[config.mk]
export PLATFORM = sky130hd
export DESIGN_NAME = ras_ckpt_stack
export DESIGN_NICKNAME = d
export VERILOG_FILES = /design/src/rtl/ras_pkg.sv /design/src/rtl/ras_ckpt_file.sv /design/src/rtl/ras_ckpt_stack.sv
export SDC_FILE = /design/constraint.sdc
export NUM_CORES = 1
export LEC_CHECK = 0
export BUFFER_PORTS_ARGS = -buffer_cell sky130_fd_sc_hd__buf_2
export CAP_MARGIN = 10
export CORE_ASPECT_RATIO = 1.5
export CORE_MARGIN = 2
export CORE_UTILIZATION = 35
export DETAILED_ROUTE_END_ITERATION = 8
export SLEW_MARGIN = 20
export SYNTH_ARGS = -nofsm -noshare
export SYNTH_HDL_FRONTEND = slang
export SYNTH_SLANG_ARGS = --single-unit
[constraint.sdc]
create_clock -name clk -period 13.12 [get_ports clk]
set_input_delay 2.624 -clock clk [delete_from_list [all_inputs] [get_ports clk]]
set_output_delay 2.624 -clock clk [all_outputs]
set_load 0.01 [all_outputs]
[src/rtl/ras_pkg.sv]
// Shared defaults and checkpoint layout for the return-address stack.
package ras_pkg;

  localparam int RAS_ADDR_W = 17;
  localparam int RAS_DEPTH  = 16;
  localparam int RAS_CKPT_N = 4;
  localparam int RAS_PTR_W  = $clog2(RAS_DEPTH);
  localparam int RAS_CKPT_W = $clog2(RAS_CKPT_N);

  // Snapshot of the stack taken for mispredict recovery, at default sizes.
  // Only the top entry's value is kept; deeper entries are never repaired.
  typedef struct packed {
    logic [RAS_PTR_W-1:0]  ptr;
    logic [RAS_PTR_W:0]    count;
    logic [RAS_ADDR_W-1:0] top;
  } ras_ckpt_t;

endpackage

[src/rtl/ras_ckpt_file.sv]
// Small checkpoint register file: one write port, one combinational read port.
module ras_ckpt_file
  import ras_pkg::*;
#(
  parameter int W      = $bits(ras_ckpt_t),
  parameter int CKPT_N = RAS_CKPT_N,
  parameter int CKPT_W = $clog2(CKPT_N)
) (
  input  logic              clk,
  input  logic              rst,
  input  logic              i_we,
  input  logic [CKPT_W-1:0] i_wr_id,
  input  logic [W-1:0]      i_wr_data,
  input  logic [CKPT_W-1:0] i_rd_id,
  output logic [W-1:0]      o_rd_data
);

  logic [W-1:0] r_slot [CKPT_N];

  // Slots clear on reset and take a new snapshot only when enabled.
  always_ff @(posedge clk or posedge rst) begin
    if (rst) begin
      for (int i = 0; i < CKPT_N; i++) begin
        r_slot[i] <= '0;
      end
    end else if (i_we) begin
      r_slot[i_wr_id] <= i_wr_data;
    end
  end

  assign o_rd_data = r_slot[i_rd_id];

endmodule

[src/rtl/ras_ckpt_stack.sv]
// Return-address stack with same-cycle push+pop, overflow/underflow pulses
// and checkpoint/restore so the instruction queue can roll back after a
// branch mispredict.
module ras_ckpt_stack
  import ras_pkg::*;
#(
  parameter int ADDR_W = RAS_ADDR_W,
  parameter int DEPTH  = RAS_DEPTH,
  parameter int PTR_W  = $clog2(DEPTH),
  parameter int CKPT_N = RAS_CKPT_N,
  parameter int CKPT_W = $clog2(CKPT_N)
) (
  input  logic              clk,
  input  logic              rst,
  input  logic              hci_rdy,
  input  logic              push_en,
  input  logic              pop_en,
  input  logic [ADDR_W-1:0] push_addr,
  output logic [ADDR_W-1:0] top,
  output logic              top_valid,
  input  logic              ckpt_en,
  input  logic [CKPT_W-1:0] ckpt_id,
  input  logic              restore_en,
  input  logic [CKPT_W-1:0] restore_id,
  output logic              overflow,
  output logic              underflow
);

  typedef struct packed {
    logic [PTR_W-1:0]  ptr;
    logic [PTR_W:0]    count;
    logic [ADDR_W-1:0] top;
  } ckpt_t;

  localparam logic [PTR_W:0] C_FULL = (PTR_W+1)'(DEPTH);

  logic [ADDR_W-1:0] r_mem [DEPTH];
  logic [PTR_W-1:0]  r_ptr;
  logic [PTR_W:0]    r_count;
  logic              r_overflow;
  logic              r_underflow;

  logic              w_push;
  logic              w_pop;
  logic              w_empty;
  logic              w_full;
  logic [PTR_W-1:0]  w_ptr_nxt;
  logic [PTR_W:0]    w_cnt_nxt;
  logic              w_wr_en;
  logic [PTR_W-1:0]  w_wr_idx;
  logic [ADDR_W-1:0] w_wr_data;
  logic              w_ovf_nxt;
  logic              w_unf_nxt;
  logic              w_ckpt_we;
  ckpt_t             w_ckpt_wr;
  ckpt_t             w_ckpt_rd;

  // A restore overrides every other request in the same cycle.
  assign w_push    = push_en && !restore_en;
  assign w_pop     = pop_en && !restore_en;
  assign w_empty   = (r_count == '0);
  assign w_full    = (r_count == C_FULL);
  assign w_ckpt_we = hci_rdy && ckpt_en && !restore_en;

  // Next pointer/count, the single memory write and the flag values.
  always_comb begin
    w_ptr_nxt = r_ptr;
    w_cnt_nxt = r_count;
    w_wr_en   = 1'b0;
    w_wr_idx  = r_ptr;
    w_wr_data = push_addr;
    w_ovf_nxt = 1'b0;
    w_unf_nxt = 1'b0;
    if (restore_en) begin
      w_ptr_nxt = w_ckpt_rd.ptr;
      w_cnt_nxt = w_ckpt_rd.count;
      w_wr_en   = 1'b1;
      w_wr_idx  = w_ckpt_rd.ptr;
      w_wr_data = w_ckpt_rd.top;
    end else if (w_push && w_pop) begin
      w_wr_en = 1'b1;
      if (w_empty) begin
        w_cnt_nxt = (PTR_W+1)'(1);
      end
    end else if (w_push) begin
      w_ptr_nxt = r_ptr + 1'b1;
      w_wr_en   = 1'b1;
      w_wr_idx  = r_ptr + 1'b1;
      w_ovf_nxt = w_full;
      if (!w_full) begin
        w_cnt_nxt = r_count + 1'b1;
      end
    end else if (w_pop) begin
      if (w_empty) begin
        w_unf_nxt = 1'b1;
      end else begin
        w_ptr_nxt = r_ptr - 1'b1;
        w_cnt_nxt = r_count - 1'b1;
      end
    end
  end

  // Snapshot of the post-update state; without a push the memory is not
  // written this cycle, so reading it at the next pointer is already current.
  always_comb begin
    w_ckpt_wr.ptr   = w_ptr_nxt;
    w_ckpt_wr.count = w_cnt_nxt;
    w_ckpt_wr.top   = w_push ? push_addr : r_mem[w_ptr_nxt];
  end

  // Stack state advances only while the pipeline is enabled.
  always_ff @(posedge clk or posedge rst) begin
    if (rst) begin
      r_ptr       <= '0;
      r_count     <= '0;
      r_overflow  <= 1'b0;
      r_underflow <= 1'b0;
      for (int i = 0; i < DEPTH; i++) begin
        r_mem[i] <= '0;
      end
    end else if (hci_rdy) begin
      r_ptr       <= w_ptr_nxt;
      r_count     <= w_cnt_nxt;
      r_overflow  <= w_ovf_nxt;
      r_underflow <= w_unf_nxt;
      if (w_wr_en) begin
        r_mem[w_wr_idx] <= w_wr_data;
      end
    end
  end

  ras_ckpt_file #(
    .W      ($bits(ckpt_t)),
    .CKPT_N (CKPT_N),
    .CKPT_W (CKPT_W)
  ) u_ckpt_file (
    .clk       (clk),
    .rst       (rst),
    .i_we      (w_ckpt_we),
    .i_wr_id   (ckpt_id),
    .i_wr_data (w_ckpt_wr),
    .i_rd_id   (restore_id),
    .o_rd_data (w_ckpt_rd)
  );

  assign top       = w_empty ? '0 : r_mem[r_ptr];
  assign top_valid = !w_empty;
  assign overflow  = r_overflow;
  assign underflow = r_underflow;

endmodule

==> metrics.csv <==
stage,metric,value,unit
run_status,status,"finished, final reports clean",
cells_and_area,fin_cells,2700,
power_and_ir_drop,combPwrFrac,0.358,
timing,period_share,0.494,
cells_and_area,fillCellCount,5553,
synthesis,ys_seq_area_frac,0.476,
setup_path,critPathKind,in -> reg,
clock_network,postCtsSetupRepairBufs,0,
synthesis,synth_ff_type,dfrtp_1,
placed_design,dp_hpwl,40400,µm
routing,drt-total-wl,67400,µm
global_routing,grt_first_pass_wirelength,102000,µm
die,rows,108,
placed_design,placedCellCount,2628,
timing,hold_violations,0,
cells_and_area,nets,1933,
routing,post_drt_wl_per_cell,24.9,µm
power_and_ir_drop,seqPwrFrac,0.412,
timing,worstMarginPinSlew,1.06,ns
power_and_ir_drop,p_int,0.00326,W
timing,setup_viol,0,
synthesis,synth.top_cell.area_share,0.476,
die,die_x,201,µm
clock_network,cts_max_path_buffers,3,
setup_path,slowest_stage,a222oi_1,
synthesis,synth_xor_area_frac,0.00258,
setup_path,cpMostUsedCell,buf_4,
global_routing,grt_max_degree,172,
setup_path,cp_top_family,buffers and inverters,
setup_path,cp_num_buf_inv,5,
clock_network,cts-buffers-inserted,39,
routing,drc,0,
synthesis,synth_top_family_by_area,multiplexers,
die,design.core.area,57700,µm²
timing,fin_tns_setup,0,ns
clock_network,hold_buffers,0,
power_and_ir_drop,leakage,9.40,nW
power_and_ir_drop,peakVddDrop,0.117,mV
die,die-area,60100,µm²
synthesis,postSynthCellCount,1924,
power_and_ir_drop,power_density,226,nW/µm²
synthesis,synth_edf_count,0,
clock_network,cts_resized,0,
power_and_ir_drop,swShare,0.367,
clock_network,clk-insertion-delay-late,0.56,ns
die,ios,48,
synthesis,ys_top_cells_by_count,"dfrtp_1, nor2_1, a21oi_1",
setup_path,crit_path_end_kind,register,
synthesis,synth-simple-area-share,0.117,
clock_network,cts_max_level,2,
die,start_util,0.352,
clock_network,root_buffer,clkbuf_16,
min_path,min_path_type,reg -> reg,
setup_path,crit_chain,"buf_2, buf_4, inv_1, a41oi_1, and3_2, buf_4, a21oi_2, buf_4, a222oi_1, a32oi_1, o21ai_0",
global_routing,grt_pass1_vias,16061,
setup_path,crit_path_start_kind,primary input,
setup_path,critPathRequiredTime,13.59,ns
synthesis,avgSynthCellArea,10.6,µm²
synthesis,synth_compound_area_frac,0.180,
timing,slew_headroom,0.296,
timing,finalClockSkew,0.0218,ns
synthesis,synth_seq_cells,387,
power_and_ir_drop,power,0.00514,W
clock_network,clock_sinks,387,
setup_path,cp_max_fo,40,
timing,postLayoutSetupSlackWorst,6.64,ns
global_routing,antenna_found_initial,0,
synthesis,synth.net_count,1957,
timing,whs,0.474,ns
synthesis,synth_most_common_cell,dfrtp_1,
routing,vias,16176,
die,fp.dieH,299,µm
synthesis,synthesis.area,20300,µm²
synthesis,synth_area_leader_cell,dfrtp_1,
routing,ant_nets,0,
setup_path,r2r_slack,8.19,ns
global_routing,grt_overflow,0,
timing,rsz0062_at_grt,no,
synthesis,yosys.area_share.adder,0.00308,
routing,drtIter0Drc,1495,
setup_path,cp.arrival,6.96,ns
placed_design,pre_cts_slack,6.19,ns
synthesis,muxShareOfSynthArea,0.182,
global_routing,grt_util_all_layers,0.222,
routing,via_per_inst,5.99,
placed_design,io_buffers,47,
placed_design,gp_congestion,0.821,
clock_network,clk_pin_slew,0.06,ns
synthesis,synth_cell_types,67,
power_and_ir_drop,clockPowerShare,0.230,
cells_and_area,area_growth,12.0,%
timing,fmax,0.154,GHz
synthesis,ys_warn_count,0,
power_and_ir_drop,p_sw,0.00189,W
setup_path,cp_slowest_stage_delay,0.68,ns
timing,final.min_clock_period,6.48,ns
synthesis,synthTopCellsByArea,"dfrtp_1, mux4_2, a21oi_1",
timing,maxSlewViolCount,0,
routing,drtPass1Iterations,7,
cells_and_area,layout-drive-gt1-share,0.194,
clock_network,tritoncts,yes,
synthesis,async_reset_ff_frac,1.00,
run,maxCapViolCount,0,
-- placed cells by master (no fill, tap or decap), types with 40 or more instances in the layout --
master       n
o21ai_1     49
o21ai_0    119
clkbuf_16   40
a21oi_1    226
buf_4       61
buf_2       47
dfrtp_1    384
nor2_1     226
a32oi_1     64
nand2_1    157
mux2i_1     65
mux4_2     111
-- final timing paths --
check / depth (start not counted) / to / from
setup / recovery: 11 / u_ckpt_file.r_slot[59] / restore_en
hold / removal: 2 / u_ckpt_file.r_slot[44] / u_ckpt_file.r_slot[44]
setup reg to reg: 12 / u_ckpt_file.r_slot[59] / r_count[0]
hold reg to reg: 2 / u_ckpt_file.r_slot[44] / u_ckpt_file.r_slot[44]
max in group asynchronous: 4 / u_ckpt_file.r_slot[27] / rst
min in group asynchronous: 2 / r_count[1] / rst
-- power by group through the flow --
stage / combinational (W) / sequential [W] / clock, W
after floorplan: 0.00139 / 0.00197 / 0
after global placement: 0.00177 / 0.00209 / 0
after detailed placement: 0.00183 / 0.00212 / 0
after CTS: 0.00183 / 0.00210 / 0.00120
after global routing: 0.00201 / 0.00217 / 0.00124
final: 0.00184 / 0.00212 / 0.00118
-- worst min-delay path: cells and delay by family, from the launching register on --
kind            cells  cell delay, ns
compound gates      1            0.06
flops               1            0.34
simple gates        1            0.04
-- layer usage --
metal	share of wire	vias up	GRT usage	routed length, µm
li1	-	7073	-	-
met1	0.39	8158	0.275	25900
met2	0.49	758	0.379	33200
met3	0.064	187	0.0262	4310
met4	0.057	0	0.119	3870
met5	0	-	0	0
-- flip-flops by register name (all words and copies together) (netlist names) --
signal and flops:
r_mem 272, u_ckpt_file.r_slot 104, r_count 5, r_ptr 4
overflow 1, underflow 1
-- cell families after synthesis --
family | Yosys count
flip-flops | 387
adder cells (fa/ha/maj) | 5
AO/OA/AOI/OAI | 598
AND/OR/NAND/NOR | 516
multiplexers | 224
XOR/XNOR | 6
buffers and inverters | 188
-- cell type report --
type                    instances  area, µm²  share of cell area
diodes                          1       2.50            0.000110
clock buffers                  52       1120              0.0490
clock inverters                18        225             0.00988
inverters                      13       52.6             0.00231
multi-input cells            1349      10000               0.439
flip-flops and latches        387       9690               0.425
well taps                     770        963              0.0423
repair buffers                110        733              0.0322
-- metrics by stage --
stage,area [µm²],util
floorplan,20300,-
global placement,21400,0.371
detailed placement,21400,0.371
CTS,22800,0.394
global route,22800,0.395
finish,22800,0.395
(Power assumes the default switching activity.)
